==> config.mk <==
export PLATFORM = sky130hd
export DESIGN_NAME = mem_req_sequencer
export DESIGN_NICKNAME = d
export VERILOG_FILES = /design/src/rtl/mem_req_sequencer.sv
export SDC_FILE = /design/constraint.sdc
export NUM_CORES = 1
export LEC_CHECK = 0
export CAP_MARGIN = 10
export CORE_MARGIN = 2
export CORE_UTILIZATION = 48
export DETAILED_ROUTE_END_ITERATION = 16
export PLACE_DENSITY = 0.86
export REMOVE_ABC_BUFFERS = 1
export SYNTH_ARGS = -nofsm -noshare
export SYNTH_HDL_FRONTEND = slang
export SYNTH_SLANG_ARGS = --single-unit
==> constraint.sdc <==
create_clock -name clk_i -period 4.5 [get_ports clk_i]
set_clock_uncertainty 0.15 [all_clocks]
set_input_delay 0.9 -clock clk_i [delete_from_list [all_inputs] [get_ports clk_i]]
set_output_delay 0.9 -clock clk_i [all_outputs]
set_load 0.02 [all_outputs]
==> src/rtl/mem_req_sequencer.sv <==
// Shares one 16-bit memory port between instruction fetch and data requesters,
// splitting 32-bit data accesses into two beats. Optional counters: MEM_SEQ_PERF_EN.
module mem_req_sequencer #(
   parameter int ADDR_WIDTH = 8,
   parameter int STARVE_MAX = 3
) (
   input  logic                  clk_i,
   input  logic                  rst_i,
   input  logic                  if_req_i,
   input  logic [ADDR_WIDTH-1:0] if_addr_i,
   input  logic                  if_flush_i,
   output logic                  if_gnt_o,
   output logic                  if_rvalid_o,
   output logic [15:0]           if_rdata_o,
   input  logic                  d_req_i,
   input  logic                  d_we_i,
   input  logic                  d_wide_i,
   input  logic [ADDR_WIDTH-1:0] d_addr_i,
   input  logic [31:0]           d_wdata_i,
   output logic                  d_gnt_o,
   output logic                  d_rvalid_o,
   output logic [31:0]           d_rdata_o,
   output logic                  d_done_o,
   input  logic [15:0]           mem_value_i,
   output logic [ADDR_WIDTH-1:0] mem_addr_o,
   output logic [15:0]           mem_value_o,
   output logic                  mem_rd_en_o,
   output logic                  mem_wr_en_o,
   output logic                  mem_enable_o,
   output logic                  busy_o
`ifdef MEM_SEQ_PERF_EN
   ,
   output logic [15:0]           if_stall_cnt_o,
   output logic [15:0]           d_access_cnt_o
`endif
);

   typedef enum logic [1:0] {IDLE, LO, HI, RESP} state_e;

   localparam logic [3:0] STARVE_LIM = 4'(STARVE_MAX);

   state_e                  state_q, state_d;
   logic                    fetch_q, fetch_d;
   logic                    we_q, we_d;
   logic                    wide_q, wide_d;
   logic [ADDR_WIDTH-1:0]   addr_q, addr_d;
   logic [31:0]             wdata_q, wdata_d;
   logic [31:0]             rdata_q, rdata_d;
   logic                    if_rvalid_q, if_rvalid_d;
   logic                    d_rvalid_q, d_rvalid_d;
   logic                    d_done_q, d_done_d;
   logic [3:0]              starve_q, starve_d;
   logic                    flush_q, flush_d;
   logic                    fetch_forced;

   assign fetch_forced = if_req_i && (starve_q == STARVE_LIM);

   always_comb begin
      // NOTE: every signal gets a default first so no path through the case infers a latch.
      state_d     = state_q;
      fetch_d     = fetch_q;
      we_d        = we_q;
      wide_d      = wide_q;
      addr_d      = addr_q;
      wdata_d     = wdata_q;
      rdata_d     = rdata_q;
      starve_d    = starve_q;
      flush_d     = flush_q;
      if_rvalid_d = 1'b0;
      d_rvalid_d  = 1'b0;
      d_done_d    = 1'b0;
      if_gnt_o    = 1'b0;
      d_gnt_o     = 1'b0;
      mem_rd_en_o = 1'b0;
      mem_wr_en_o = 1'b0;
      mem_addr_o  = '0;
      mem_value_o = '0;

      unique case (state_q)
         IDLE: begin
            if (d_req_i && !fetch_forced) begin
               fetch_d = 1'b0;
               we_d    = d_we_i;
               wide_d  = d_wide_i;
               addr_d  = d_addr_i;
               wdata_d = d_wdata_i;
               state_d = LO;
               // Only counts while fetch is actually being held off.
               if (if_req_i) starve_d = starve_q + 4'd1;
            end else if (if_req_i) begin
               fetch_d  = 1'b1;
               we_d     = 1'b0;
               wide_d   = 1'b0;
               addr_d   = if_addr_i;
               wdata_d  = '0;
               starve_d = '0;
               state_d  = LO;
            end
         end
         LO: begin
            if_gnt_o   = fetch_q;
            d_gnt_o    = !fetch_q;
            mem_addr_o = addr_q;
            if (we_q) begin
               mem_wr_en_o = 1'b1;
               mem_value_o = wdata_q[15:0];
            end else begin
               mem_rd_en_o = 1'b1;
            end
            if (fetch_q && if_flush_i) flush_d = 1'b1;
            if (wide_q) begin
               state_d = HI;
            end else if (we_q) begin
               state_d  = IDLE;
               d_done_d = 1'b1;
            end else begin
               state_d = RESP;
            end
         end
         HI: begin
            mem_addr_o = addr_q + ADDR_WIDTH'(1);
            if (we_q) begin
               mem_wr_en_o = 1'b1;
               mem_value_o = wdata_q[31:16];
               d_done_d    = 1'b1;
               state_d     = IDLE;
            end else begin
               mem_rd_en_o   = 1'b1;
               rdata_d[15:0] = mem_value_i;
               state_d       = RESP;
            end
         end
         RESP: begin
            if (wide_q) rdata_d[31:16] = mem_value_i;
            else        rdata_d        = {16'h0000, mem_value_i};
            if (fetch_q) begin
               // A flush arriving in this very cycle still kills the response.
               if_rvalid_d = !(flush_q || if_flush_i);
               flush_d     = 1'b0;
            end else begin
               d_rvalid_d = 1'b1;
            end
            state_d = IDLE;
         end
         default: state_d = IDLE;
      endcase
   end

   // NOTE: sequential state uses non-blocking assignments so every flop samples pre-edge values.
   always_ff @(posedge clk_i) begin
      if (rst_i) begin
         // NOTE: datapath registers are reset too because their values reach the output ports.
         state_q     <= IDLE;
         fetch_q     <= 1'b0;
         we_q        <= 1'b0;
         wide_q      <= 1'b0;
         addr_q      <= '0;
         wdata_q     <= '0;
         rdata_q     <= '0;
         if_rvalid_q <= 1'b0;
         d_rvalid_q  <= 1'b0;
         d_done_q    <= 1'b0;
         starve_q    <= '0;
         flush_q     <= 1'b0;
      end else begin
         state_q     <= state_d;
         fetch_q     <= fetch_d;
         we_q        <= we_d;
         wide_q      <= wide_d;
         addr_q      <= addr_d;
         wdata_q     <= wdata_d;
         rdata_q     <= rdata_d;
         if_rvalid_q <= if_rvalid_d;
         d_rvalid_q  <= d_rvalid_d;
         d_done_q    <= d_done_d;
         starve_q    <= starve_d;
         flush_q     <= flush_d;
      end
   end

   assign if_rvalid_o  = if_rvalid_q;
   assign if_rdata_o   = rdata_q[15:0];
   assign d_rvalid_o   = d_rvalid_q;
   assign d_rdata_o    = rdata_q;
   assign d_done_o     = d_done_q;
   assign mem_enable_o = mem_rd_en_o | mem_wr_en_o;
   assign busy_o       = (state_q != IDLE);

`ifdef MEM_SEQ_PERF_EN
   logic [15:0] if_stall_q, if_stall_d;
   logic [15:0] d_access_q, d_access_d;

   always_comb begin
      if_stall_d = if_stall_q;
      d_access_d = d_access_q;
      if (if_req_i && !if_gnt_o && (if_stall_q != 16'hFFFF)) if_stall_d = if_stall_q + 16'd1;
      if (d_gnt_o && (d_access_q != 16'hFFFF))                d_access_d = d_access_q + 16'd1;
   end

   always_ff @(posedge clk_i) begin
      if (rst_i) begin
         if_stall_q <= '0;
         d_access_q <= '0;
      end else begin
         if_stall_q <= if_stall_d;
         d_access_q <= d_access_d;
      end
   end

   assign if_stall_cnt_o = if_stall_q;
   assign d_access_cnt_o = d_access_q;
`endif

endmodule
== Word-level counts from Yosys, hierarchy flattened ==
Index checks and enable logic that the tools add are counted.

* Bitwise operators: 3
* Add/subtract/negate cells: 2
* Multiplexer cells: 37
* Reductions and logical operators: 19
* Eq/ne operators: 9

{| class="wikitable"
|+ Operators by type and width
! operator !! count
|-
| $mux W16 || 5
|-
| $mux W32 || 2
|-
| $pmux W16 S2 || 2
|-
| $mux W8 || 2
|-
| $pmux W8 S2 || 1
|-
| $mux W1 || 15
|-
| $mux W4 || 3
|-
| $add A8 B1 Y8 const B || 1
|-
| $mux W2 || 4
|-
| $ne A2 B2 Y1 const B || 4
|-
| $pmux W2 S4 || 1
|-
| $reduce_bool A2 Y1 || 4
|-
| $reduce_and A3 Y1 || 2
|-
| $add A4 B1 Y4 const B || 1
|-
| $eq A2 B2 Y1 const B || 2
|-
| $eq A4 B2 Y1 const B || 1
|-
| $pmux W1 S2 || 2
|-
| $reduce_and A2 Y1 || 2
|-
| $reduce_or A2 Y1 || 2
|-
| $logic_and A1 B1 Y1 || 3
|-
| $logic_not A1 Y1 || 3
|-
| $ne A3 B3 Y1 const B || 1
|-
| $reduce_or A3 Y1 || 1
|-
| $eq A2 B1 Y1 const B || 1
|-
| 4 further kinds || 5
|}

* Word-level logic and storage cells: 83
* Bits of input ports: 71
* Register bits after elaboration: 85

== Depth between registers and ports, before layout ==
* Word-level depth: 6
* Gate-level depth with buffers: 8
* Mapped depth without buffers: 5

== Worst setup path after synthesis ==
Ideal clock, no wire load.

* Path type: register to output
* Start point: reg state_q[0]
* End point: out mem_addr_o[3]
* Arrival time: 1.622 ns
* Data required time: 3.450 ns
* Cell stages (with the launch flop): 7
* Path slack: 1.828 ns
* Cell sequence: dfxtp_1 inv_1 ha_1 buf_2 buf_2 a41oi_1 a311oi_1

* Longest elaborated chain between the ends: 2

{| class="wikitable"
|+ RTL lines
! item !! RTL line !! RTL
|-
| start, declared || 42 || <nowiki>state_e state_q, state_d;</nowiki>
|-
| start signal, assigned || 166 || <nowiki>state_q <= state_d;</nowiki>
|-
| $eq A2 B2 Y1 / $eq A2 B1 Y1 (equally long branches) || 79 || <nowiki>unique case (state_q)</nowiki>
|-
| $pmux W8 S2 (*) || 79 ||
|-
| end, declared || 25 || <nowiki>output logic [ADDR_WIDTH-1:0] mem_addr_o,</nowiki>
|}

Mark *: on every way between the ends. The rest lies on a longest branch, timed or not.

== Worst setup path after layout ==
* Start point: reg state_q[0]
* End point: out mem_value_o[3]

* Longest elaborated chain between the ends: 2

{| class="wikitable"
|+ RTL lines
! item !! RTL line !! RTL
|-
| $eq A2 B2 Y1 / $eq A2 B1 Y1 (equally long branches) || 79 ||
|-
| $pmux W16 S2 (*) || 79 ||
|-
| end, declared || 26 || <nowiki>output logic [15:0] mem_value_o,</nowiki>
|}

Marks and branches as above.

==> flow_summary.toml <==
[status]
status = "complete, no violations"

[timing]
setup_violations = 0
hold_viol_final = 0
fin_hold_ws_ps = 307
grt_setup_unrepaired = "false"
fmaxAchievable_mhz = 274
period_needed_ps = 3650
max_slew.worst_pin.slew_ps = 1150
drv_slew = 0
min_period_over_period_pct = 81.2
slew_headroom_pct = 23.5
tns_ps = 0

[clock_tree]
cts_buffer_depth = 2
postCtsHoldBufs = 0
clock_sinks = 85
clock_latency_ps = 340
cts_setup_buffers = 0
cts_max_level = 3
root_buffer = "clkbuf_8"
numCtsBuffers = 9
cts_resized = 0
cts_tree = "done"
path_clk_slew_ps = 80

[global_routing]
grt_max_degree = 53
grt_remaining_overflow = 0
grt_pass1_vias = 3911
grt_pass1_wl_mm = 18.6
grt_usage_pct = 25.3
antenna_found_initial = 0

[hold_path]
hold_class = "flop to flop"

[power]
p_switching_mw = 0.552
seqPwrFrac_pct = 45.8
pwr-share-clk_pct = 30.7
leakagePower_nw = 1.85
worst_ir_drop_vdd_v = 0.000195
power.internal_mw = 1.30
p_comb_share_pct = 23.6
power_density_nw_per_um2 = 329
swShare_pct = 29.7

[critical_path]
worstPathArrival_ps = 2600
reg2reg_slack_ps = 1920
path_delay_family = "buffers and inverters"
critical_path_class = "flop to primary output"
crit_path_max_fanout = 18
worstPathBufferInverterCount = 2
worstPathRequired_ps = 3450
worst_setup_path_start_kind = "flop"
cp-end-kind = "primary output"
path_cells = "inv_1, ha_1, nand2_1, nor2_1, clkdlybuf4s50_1"
cp_slowest_cell = "clkdlybuf4s50_1"
critPathMaxStageDelay_ps = 640

[routing]
dr.pass1.iters = 5
wl_per_cell_um = 16.4
vias_per_cell = 5.72
drt_iter0_drc = 275
drcViolationCount = 0
finalWirelength_mm = 11.8
num_vias = 4137
ant_nets = 0

[synth]
yosysTopAreaCell = "dfxtp_1"
synth_area_sq_um = 4090
syn_area_per_cell_sq_um = 7.99
async_reset_ff_share_pct = 0
synth_edf_count = 0
netlist.area_leader.share_pct = 41.6
synthCells = 512
ys_warn_count = 0
synthTopCellsByArea = "dfxtp_1 42%, a21oi_1 8.8%, nand4_1 5.7%"
ys.flop_type = "dfxtp_1"
synth_cell_types = 46
seq_area_frac_synth_pct = 41.6
ys_ff_latch = 85

[final_layout]
nNetsFinal = 691
n_antenna_cell = 0
area_growth_pct = 38.0
postLayoutCoreUtil_pct = 68.3
drive_gt1_share_pct = 5.02

[run]
drv_cap = 0

[floorplanning]
initial_core_util_pct = 49.5
core_area_sq_um = 8260
die_x_um = 96.3
die_area_sq_um = 9280
ios = 152
row_count = 33
die_h_um = 96.3

[place]
place.gp.congestion = 0.854
io_buffers = 151
hpwl_mm = 8.03
-- metrics by stage --
stage	instances	worst slack [ps]	instance area (sq um)	power, mW
4_1_cts	723	856	5640	1.86
3_3_place_gp	707	1320	5440	1.29
6_report	723	846	5640	1.86
3_5_place_dp	707	1260	5440	1.30
2_1_floorplan	445	1320	3740	1.08
5_1_grt	723	621	5640	1.94
-- Yosys cell counts, types with 17 or more instances --
| cell | number |
|---|---|
| buf_4 | 17 |
| nand2b_1 | 17 |
| a21oi_1 | 72 |
| buf_2 | 17 |
| nand2_1 | 45 |
| nor2_1 | 33 |
| a22oi_1 | 17 |
| nand3_1 | 38 |
| clkbuf_1 | 23 |
| nand4_1 | 37 |
| o21ai_0 | 21 |
| dfxtp_1 | 85 |
-- layer usage --
| metal | share of wire [%] | wire [um] | track usage, % | up-vias |
|---|---|---|---|---|
| met5 | 0 | 0 | 0 | - |
| met2 | 49 | 5820 | 43.8 | 181 |
| met4 | 0.91 | 107 | 7.28 | 0 |
| met3 | 8.4 | 992 | 4.46 | 11 |
| li1 | - | - | - | 2025 |
| met1 | 41 | 4900 | 32.1 | 1920 |
-- worst reg2reg max path, stage by stage, from the launching register on --
cell	delay, ps
dfxtp_1	380
ha_1	940
nor2_1	520
o21ai_0	330
a21oi_1	110
-- registers in the layout (all words and copies together), names as in the netlist, 2 cells and up --
signal / count
addr_q: 8
wdata_q: 32
state_q: 2
d_rdata_o: 32
starve_q: 4
-- final timing paths --
check | startpoint | endpoint | depth (start not counted)
worst min register to register | wdata_q[23]$_SDFFE_PP0P_ | wdata_q[23]$_SDFFE_PP0P_ | 2
worst min-delay path | wdata_q[23]$_SDFFE_PP0P_ | wdata_q[23]$_SDFFE_PP0P_ | 2
worst max register to register | state_q[0]$_SDFFE_PP0P_ | d_rdata_o[13]$_SDFFE_PP0P_ | 4
worst max-delay path | state_q[0]$_SDFFE_PP0P_ | mem_value_o[3] | 5
-- cell families after synthesis --
kind of cell	synth area share (%)
simple gates	24.0
fa+ha+maj	2.14
compound gates	22.9
flops	41.6
buf+inv	9.18
mux	0.275
-- area by class of cell --
cell class / count / area [sq um]
Multi-Input combinational cell: 352 / 2030
Fill cell: 677 / 2620
Clock inverter: 4 / 72.6
Clock buffer: 12 / 135
Sequential cell: 85 / 1700
Inverter: 8 / 30.0
Tap cell: 105 / 131
Timing Repair Buffer: 157 / 1550
-- layout by cell type, fill, tap and decap left out, types with 2 or more instances in the layout --
cell type          n
clkdlybuf4s50_1  149
dfxtp_1           85
a21oi_1           72
nand2_1           45
nand3_1           38
nand4_1           37
nor2_1            33
o21ai_0           21
a22oi_1           17
nand2b_1          17
a211oi_1          16
clkbuf_8           9
inv_1              8
o21bai_1           8
ha_1               7
buf_4              6
a31oi_1            5
nor2b_1            5
or2_2              3
clkbuf_1           3
a311oi_1           2
nand3b_1           2
o211ai_1           2
and2_1             2
bufinv_16          2
buf_2              2
-- power groups by stage --
stage          Clock, mW  Combinational [mW]  Sequential (mW)
6_report           0.569               0.437            0.849
5_1_grt            0.607               0.475            0.856
4_1_cts            0.576               0.437            0.848
3_5_place_dp           0               0.435            0.865
3_3_place_gp           0               0.425            0.861
2_1_floorplan          0               0.204            0.873
Note: power is estimated with default switching activity, not from simulation.
